===== config.mk =====
export PLATFORM = sky130hd
export DESIGN_NAME = imm_encoder
export DESIGN_NICKNAME = d
export VERILOG_FILES = /design/src/rtl/imm_enc_pkg.sv /design/src/rtl/imm_pack.sv /design/src/rtl/imm_encoder.sv
export SDC_FILE = /design/constraint.sdc
export NUM_CORES = 1
export LEC_CHECK = 0
export ABC_CLOCK_PERIOD_IN_PS = 1500
export CAP_MARGIN = 5
export CORE_ASPECT_RATIO = 2
export CORE_MARGIN = 2
export CORE_UTILIZATION = 35
export CTS_CLUSTER_SIZE = 16
export DETAILED_ROUTE_END_ITERATION = 10
export HOLD_SLACK_MARGIN = 0.06
export PLACE_DENSITY_LB_ADDON = 0.15
export SLEW_MARGIN = 20
export SYNTH_ARGS = -nofsm -noshare
export SYNTH_HDL_FRONTEND = slang
export SYNTH_SLANG_ARGS = --single-unit

===== constraint.sdc =====
create_clock -name clk -period 1.5 [get_ports clk]
set_clock_uncertainty 0.05 [all_clocks]
set_input_delay 0.3 -clock clk [delete_from_list [all_inputs] [get_ports clk]]
set_output_delay 0.3 -clock clk [all_outputs]
set_load 0.1 [all_outputs]

===== src/rtl/imm_enc_pkg.sv =====
// imm_enc_pkg: shared types, opcodes and range helper for the immediate encoder
package imm_enc_pkg;
  typedef enum logic [2:0] {FMT_I, FMT_S, FMT_B, FMT_U, FMT_J, FMT_LI} fmt_e;
  typedef enum logic [1:0] {IDLE, EMIT, EMIT2} state_e;
  localparam logic [6:0] OP_IMM = 7'b0010011;
  localparam logic [6:0] OP_LUI = 7'b0110111;
  localparam logic [31:0] NOP = 32'h00000013;
  // v fits in an n-bit two's complement field when every bit above n-2 matches the sign
  function automatic logic fits(input logic [63:0] v, input int unsigned n);
    logic [63:0] s;
    s = 64'($signed(v) >>> (n - 1));
    return s == '0 || s == '1;
  endfunction
endpackage


===== src/rtl/imm_pack.sv =====
// imm_pack: combinational RV instruction field packer, no range checking
// ports: fmt_i/op_i/rd_i/rs1_i/rs2_i/f3_i/imm_i in, instr_o out (FMT_LI packs as I)
module imm_pack
  import imm_enc_pkg::*;
(
  input  fmt_e        fmt_i,
  input  logic [6:0]  op_i,
  input  logic [4:0]  rd_i,
  input  logic [4:0]  rs1_i,
  input  logic [4:0]  rs2_i,
  input  logic [2:0]  f3_i,
  input  logic [31:0] imm_i,
  output logic [31:0] instr_o
);
  always_comb begin
    instr_o = fmt_i == FMT_S ? {imm_i[11:5], rs2_i, rs1_i, f3_i, imm_i[4:0], op_i} :
              fmt_i == FMT_B ? {imm_i[12], imm_i[10:5], rs2_i, rs1_i, f3_i, imm_i[4:1], imm_i[11], op_i} :
              fmt_i == FMT_U ? {imm_i[31:12], rd_i, op_i} :
              fmt_i == FMT_J ? {imm_i[20], imm_i[10:1], imm_i[11], imm_i[19:12], rd_i, op_i} :
                               {imm_i[11:0], rs1_i, f3_i, rd_i, op_i};
  end
endmodule


===== src/rtl/imm_encoder.sv =====
// imm_encoder: range-checks an immediate and emits one or two encoded RV instructions
// ports: in_* request (valid/ready), out_* beat stream (valid/ready, instr, last, err)
// IMM_ENC_EXPAND_EN enables the two-beat LUI+ADDI expansion for FMT_LI
module imm_encoder
  import imm_enc_pkg::*;
#(
  parameter int XLEN = 64
) (
  input  logic            clk,
  input  logic            rst_n,
  input  logic            in_valid,
  output logic            in_ready,
  input  logic [2:0]      in_fmt,
  input  logic [6:0]      in_opcode,
  input  logic [4:0]      in_rd,
  input  logic [4:0]      in_rs1,
  input  logic [4:0]      in_rs2,
  input  logic [2:0]      in_funct3,
  input  logic [6:0]      in_funct7,
  input  logic [XLEN-1:0] in_imm,
  output logic            out_valid,
  input  logic            out_ready,
  output logic [31:0]     out_instr,
  output logic            out_last,
  output logic            out_err
);
`ifdef IMM_ENC_EXPAND_EN
  localparam bit EXPAND = 1'b1;
`else
  localparam bit EXPAND = 1'b0;
`endif
  state_e state_q, state_d;
  logic [31:0] instr_q, instr_d;
  logic last_q, last_d, err_q, err_d, pend_q, pend_d;
  logic [4:0] rd_q, rd_d;
  logic [11:0] lo_q, lo_d;
  logic [XLEN-1:0] sum;
  logic li, f12, f32, lui_ok, two, ok, accept, fire;
  fmt_e fmt, p_fmt;
  logic [6:0] p_op;
  logic [4:0] p_rd, p_rs1;
  logic [2:0] p_f3;
  logic [31:0] p_imm, pack;
  logic unused_f7;
  assign unused_f7 = ^in_funct7;
  // In IDLE the packer builds the first beat from the inputs; afterwards it
  // builds the pending ADDI rd,rd,lo from the captured fields.
  always_comb begin
    fmt = fmt_e'(in_fmt);
    li = fmt == FMT_LI;
    sum = in_imm + XLEN'(12'h800);
    f12 = fits(in_imm, 12);
    f32 = fits(in_imm, 32);
    lui_ok = in_imm[11:0] == '0 && f32;
    two = li && EXPAND && !f12 && !lui_ok && f32 && fits(sum, 32);
    ok = (fmt == FMT_I || fmt == FMT_S) ? f12 :
         fmt == FMT_B ? fits(in_imm, 13) && !in_imm[0] :
         fmt == FMT_J ? fits(in_imm, 21) && !in_imm[0] :
         fmt == FMT_U ? lui_ok :
         li ? f12 || lui_ok || two : 1'b0;
    in_ready = state_q == IDLE;
    out_valid = !in_ready;
    accept = in_valid && in_ready;
    fire = out_valid && out_ready;
    p_fmt = !in_ready ? FMT_I : li ? (f12 ? FMT_I : FMT_U) : fmt;
    p_op = (!in_ready || (li && f12)) ? OP_IMM : li ? OP_LUI : in_opcode;
    p_rd = in_ready ? in_rd : rd_q;
    p_rs1 = !in_ready ? rd_q : li ? 5'd0 : in_rs1;
    p_f3 = (in_ready && !li) ? in_funct3 : 3'd0;
    p_imm = !in_ready ? {{20{lo_q[11]}}, lo_q} : two ? {sum[31:12], 12'b0} : in_imm[31:0];
  end
  imm_pack u_pack (
    .fmt_i  (p_fmt),
    .op_i   (p_op),
    .rd_i   (p_rd),
    .rs1_i  (p_rs1),
    .rs2_i  (in_rs2),
    .f3_i   (p_f3),
    .imm_i  (p_imm),
    .instr_o(pack)
  );
  always_comb begin
    state_d = state_q;
    instr_d = instr_q;
    last_d = last_q;
    err_d = err_q;
    pend_d = pend_q;
    rd_d = rd_q;
    lo_d = lo_q;
    if (accept) begin
      state_d = EMIT;
      instr_d = ok ? pack : NOP;
      last_d = !two;
      err_d = !ok;
      pend_d = two;
      rd_d = in_rd;
      lo_d = in_imm[11:0];
    end else if (fire) begin
      state_d = (state_q == EMIT && pend_q) ? EMIT2 : IDLE;
      instr_d = pend_q ? pack : instr_q;
      last_d = 1'b1;
      err_d = 1'b0;
      pend_d = 1'b0;
    end
  end
  always_ff @(posedge clk or negedge rst_n) begin
    if (!rst_n) begin
      state_q <= IDLE;
      instr_q <= '0;
      last_q <= 1'b0;
      err_q <= 1'b0;
      pend_q <= 1'b0;
      rd_q <= '0;
      lo_q <= '0;
    end else begin
      state_q <= state_d;
      instr_q <= instr_d;
      last_q <= last_d;
      err_q <= err_d;
      pend_q <= pend_d;
      rd_q <= rd_d;
      lo_q <= lo_d;
    end
  end
  assign out_instr = instr_q;
  assign out_last = last_q;
  assign out_err = err_q;
endmodule


==> metrics.txt, run 1 <==
status complete, but fails checks; violated checks setup timing; syn_nets 390; Initial Utilization around 36%; Seq/Total Area, Yosys 41.8%; DR vias/cell 5.35; Die H 124 um; worst skew pair latency 0.29 ns; row count 43; initial antenna violation count 0; Setup WS pre-CTS -1.46 ns; num ports ~140; Clock Pin Slew Worst Setup and Hold Paths 0.06 ns; largest net degree at the start of global routing 43; reg2reg end out_instr[23]; vias in the first global route between 3000 and 4000; half-perimeter wire length after placement 7660 um; Clock Sink Count 42; HP Class in -> reg; Hold Crit Endpoint out_instr[16]; CP Launch Type primary input; Top FF cell, synth dfrtp_1; Fin. Hold Viols 0; fillers 478; largest vdd supply drop 0.977 mV; core area a little under 0.007 mm2; global-route wire length before repair 15500 um; CTS tree done; PwrDens 696 mW/mm2; share of the synthesized area in the top cell type 41.8%; gr ovfl total 0; Sw Pwr 1.04 mW; post-synthesis async set-or-reset flop share 100%; CTS root buf clkbuf_16; Slew Viols, Final 0; DRT antenna net count 0; CTS max path bufs 2; Data required, critical path 1.62 ns; CP Max Fanout 7; Layout Cells excl Fill 573; Yosys cell types 45; Syn. warnings 0; worst reg2reg path startpoint state_q[0]; Port Buffers 131; WL final 9990 um; layout cells sized above 1 about a third; Switching Share 29.0%; top post-synthesis cells by area dfrtp_1 (42%), nand2_1 (7.5%), mux2i_1 (7.2%); synthesized area 0.00252 mm2; reg2reg path depth 4; Hold Crit Start in_imm[16]; Post-synth top cells nand2_1 (50), dfrtp_1 (42), o21ai_1 (24); Overall Global Routing Usage about 26%; Worst Hold Depth 4; H-tree levels 2; EDFF count, synth 0; endpoints failing setup 34; diode count 0; Multi-input gate area around 0.0015 mm2; Placer Congestion 0.881; Synth-to-Final Area Change 105%; Worst Setup End Kind flip-flop; Final period util 152%; DRC errors left 0; final worst setup slack -0.776 ns; total CTS buffers 5; largest area contributor in the netlist dfrtp_1; Gate power share 30.7%; Detailed Routing Iterations Pass 1 4; Post-Synthesis Cells 287; worst slew pin tran 0.319 ns; crit path DAT 2.40 ns; Seq pwr share 34.2%; worst reg-to-reg setup slack -0.24 ns; Period minus WS final about 2.3 ns; NumNets Final 585; Slew headroom 78.5%; register area 0.00105 mm2; leakage 2.33 nW; f_max 439 MHz; Seq cells post-synth 42; Starting DRT DRC Count 178; most frequent cell after synthesis nand2_1; CP Class in -> reg; wire per inst 17.4 um; Max Cap Violations 0; clock network fraction of total power 35.1%; synthesized area per cell 8.77 um2; RSZ-0062 raised after global routing true; die area 0.00792 mm2; Horiz. Die Dim 64.0 um; Pint ~2.5 mW; via count 3068; placed insts between 500 and 600
## cells in the final DEF, fill, tap and decap left out, drive strengths merged, types with 12 or more instances in the layout
master         instances
a21oi                 15
buf                  118
clkdlybuf4s50         49
dfrtp                 42
dlygate4sd2           24
mux2i                 19
nand2                 51
nand4                 17
nor2                  12
nor4                  14
o21ai                 33
## repair_timing
action / in CTS / in global routing
setup buffers: 9 / 2
pin swaps: 35 / 21
gates resized for setup: 76 / 35
hold endpoints to repair: 42 / 0
hold buffers: 1 / 0
setup endpoints to repair: 34 / 34
## through the flow
step | cell area (um2) | util [%] | power (mW) | TNS [ns] | hold WS, ns
global placement | 4740 | 68.3 | 2.29 | -45.47 | 0.246
floorplan | 2530 | - | 1.67 | -26.13 | -0.0456
global route | 5150 | 74.2 | 3.76 | -26.58 | 0.355
finish | 5150 | 74.2 | 3.58 | -23.47 | 0.326
detailed placement | 4740 | 68.3 | 2.30 | -46.99 | 0.242
CTS | 5000 | 72.0 | 3.58 | -25.01 | 0.326
## sequential cells by signal, summed over array words and instances, names as in the netlist
| name | flops |
|---|---|
| rd_q | 1 |
| out_last | 1 |
| state_q | 1 |
| lo_q | 6 |
| out_instr | 32 |
| out_err | 1 |
## critical path, cell delays in order
cell,delay [ns]
buf_6,0.09
or4_4,0.54
nor4_4,0.26
nand4_1,0.22
mux2i_4,0.24
buf_6,0.14
o21ai_4,0.10
mux2_2,0.30
a21oi_2,0.13
o31ai_2,0.08
## metal layers
layer	wire length, um	vias to the layer above	track usage, %	part of all wire (%)
li1	-	1454	-	-
met2	5700	114	47.7	57
met1	3510	1478	27.4	35
met3	490	22	4.52	4.9
met5	0	-	0	0
met4	286	0	11.4	2.9
## worst max-delay path by stage
stage                           from            end  slack, ns  cells past startpoint
after floorplan           in_imm[38]   out_instr[0]      -0.89                      8
after global placement    in_imm[38]  out_instr[31]      -1.39                      9
after detailed placement  in_imm[12]  out_instr[17]      -1.46                     10
after CTS                 in_imm[16]   out_instr[1]      -0.83                      9
after global routing      in_imm[13]  out_instr[31]      -0.88                     10
final                     in_imm[13]  out_instr[31]      -0.78                     10
## cells by family (layout without fill, tap and decap cells)
kind of cell    after synthesis  count (layout)  synth area share [%]
simple gates                121             121                  24.4
compound gates               76              76                  19.6
flops                        42              42                  41.8
buf+inv                      24             220                  3.98
mux                          23              23                  9.85
xor+xnor                      1               1                 0.348
## final cells by class
type	count	share of cell area, %
timing repair buffer	206	44.1
multi-input combinational	221	29.5
sequential	42	20.5
clock buffer	5	2.43
tap	90	2.19
clock inverter	3	0.851
inverter	6	0.486
## power by group through the flow
stage	Sequential [mW]	Combinational, mW	Clock [mW]
final	1.23	1.10	1.26
after global routing	1.23	1.18	1.34
after CTS	1.23	1.07	1.28
after detailed placement	1.24	1.05	0
after global placement	1.24	1.05	0
after floorplan	1.31	0.366	0
(Power assumes the default switching activity.)
==> inputs of run 2 (changes only) <==
- ABC_AREA: not set -> 0
- CAP_MARGIN: 5 -> not set
- GPL_TIMING_DRIVEN: not set -> 0
==> metrics.txt, run 2 (synthesized netlist as in run 1, its figures left out) <==
most frequent cells in the layout clkdlybuf4s50_1 (49), nand2_1 (48), buf_2 (41), dfrtp_1 (41), dlygate4sd2_1 (26); Placer Congestion 0.844 (-4.2%); endpoints failing setup 34 (unchanged); DR vias/cell 5.42 (+1.2%); num ports 139 (unchanged); Overall Global Routing Usage 25.4% (-0.16 points); CP Max Fanout 6 (-1); worst hold slack 0.240 ns (-0.0859 ns); row count 43 (unchanged); Starting DRT DRC Count 133 (-25%); worst path bufs/invs 1 (-1); WL final 9730 um (-2.6%); Worst path top cell family by delay simple AND/OR/NAND/NOR gates; Worst Setup End Kind flip-flop; initial antenna violation count 0 (unchanged); Max stage delay cell, worst path clkdlybuf4s50_1; worst slew pin tran 0.625 ns (+0.305 ns); total CTS buffers 5 (unchanged); vias in the first global route 3046 (-5.8%); DRT antenna net count 0 (unchanged); Port Buffers 129 (-1.5%); commonest non-fill, non-tap cell in the layout clkdlybuf4s50_1; GR Util met1 27.4% (+0.031 points); gr ovfl total 0 (unchanged); DRC errors left 0 (unchanged); Slew Viols, Final 0 (unchanged); via count 2893 (-5.7%); Final period util 156% (+4.1 points); GRT met2 Usage 47.8% (+0.065 points); CTS max path bufs 2 (unchanged); Clock Sink Count 42 (unchanged); CP Launch Type primary input; CTS root buf clkbuf_16; critical path, cell by cell clkdlybuf4s50_1 > nor4_2 > and3_1 > nand4_1 > nand2_1 > a21boi_1 > o21ai_4 > nand2_4 > o32a_1; Fin. Hold Viols 0 (unchanged); Synth-to-Final Area Change 75.7%; Fin Setup TNS -25.48 ns (-2.00 ns); RSZ-0062 raised after global routing true; Detailed Routing Iterations Pass 1 4 (unchanged); leakage 2.03 nW (-13%); CP Class in -> reg; max reg flops 32 (unchanged); HP Class in -> reg; largest net degree at the start of global routing 32 (-26%); Horiz. Die Dim 64.0 um (unchanged); met3 usage 4.16% (-0.36 points); CTS tree done; fillers 567 (+19%); diode count 0 (unchanged); PwrDens 777 mW/mm2 (+12%); CP max stage delay 0.57 ns (+0.03 ns); core area 0.00694 mm2 (unchanged); H-tree levels 2 (unchanged); f_max 428 MHz (-2.6%); die area 0.00792 mm2 (unchanged); global-route wire length before repair 15200 um (-1.9%); Data required, critical path 1.62 ns (about the same); Initial Utilization 36.3% (unchanged); wire per inst 18.2 um (+4.5%); layout cells sized above 1 32.4% (-2.6 points); Slew headroom 58.3% (-20 points); final worst setup slack -0.838 ns (-0.0612 ns); crit path DAT 2.46 ns (+0.06 ns); NumNets Final 546 (-6.7%); Top Usage Layer GRT met2; worst skew pair latency 0.29 ns (about the same); half-perimeter wire length after placement 7140 um (-6.7%); Die H 124 um (unchanged); violated checks setup timing; Clock Pin Slew Worst Setup and Hold Paths 0.06 ns (about the same); status complete, but fails checks; largest vdd supply drop 0.741 mV (-24%); Period minus WS final 2.34 ns (+0.0612 ns); Max Cap Violations 0 (unchanged)
run 2: changes by cell type in the layout (fill, tap and decap cells not counted), moves of 4 or more:
cell	previous run	this run
dlymetal6s2s_1	10	6
buf_12	40	2
buf_6	5	9
clkbuf_1	0	7
buf_4	68	14
a22oi_1	4	0
clkbuf_2	0	5
o21ai_2	6	17
o21ai_1	18	7
buf_2	5	41
a22oi_2	1	5
run 2: final timing paths:
kind                                 start            end  depth (start not counted)  slack, ns
worst max-delay path             in_imm[0]   out_instr[1]                          9      -0.84
worst min-delay path            in_imm[14]  out_instr[14]                          3       0.24
worst max register to register  state_q[0]   out_instr[7]                          8      -0.36
worst min register to register     rd_q[0]        rd_q[0]                          2       0.43
max in group asynchronous            rst_n   out_instr[0]                          3       0.53
min in group asynchronous            rst_n  out_instr[19]                          2       0.39
run 2: metrics by stage:
| step | utilization [%] | instance area, um2 | total power [mW] | setup WS, ns | cells |
|---|---|---|---|---|---|
| after CTS | 61.9 | 4300 | 3.40 | -0.874 | 533 |
| after global routing | 63.7 | 4420 | 3.57 | -0.980 | 534 |
| after detailed placement | 57.0 | 3950 | 2.11 | -1.71 | 507 |
| after floorplan | - | 2530 | 1.67 | -0.890 | 287 |
| after global placement | 56.8 | 3940 | 2.10 | -1.67 | 506 |
| final | 63.7 | 4420 | 3.44 | -0.838 | 534 |
run 2: layout make-up:
type	instances	area (um2)	area share (%)
multi-input combinational	222	1640	37.2
timing repair buffer	149	1290	29.1
sequential	42	1050	23.9
buffer	17	131	2.97
clock buffer	6	129	2.91
tap	90	113	2.55
clock inverter	2	37.5	0.849
inverter	6	27.5	0.623
run 2: report_power, final:
group          internal, mW  switching (mW)
clock                 0.786           0.458
combinational         0.441           0.525
sequential             1.19          0.0368
total                  2.42            1.02
run 2: what timing repair did:
item | 4_1_cts | 5_1_grt
buffers inserted | 15 | 3
gates resized for setup | 309 | 39
pin swaps | 50 | 30
endpoints found under the hold margin | 11 | 0
setup endpoints to repair | 72 | 39
cloned | 3 | 0
hold buffers | 1 | 0
run 2: tightest hold or removal path: stages:
cell     delay [ns]
buf_6          0.08
mux2i_1        0.07
o21ai_2        0.10
run 2: per-layer routing:
layer / up-vias / part of all wire [%]
met1: 1387 / 35
met4: 0 / 2.4
met3: 18 / 5.2
li1: 1382 / -
met2: 106 / 57
met5: - / 0
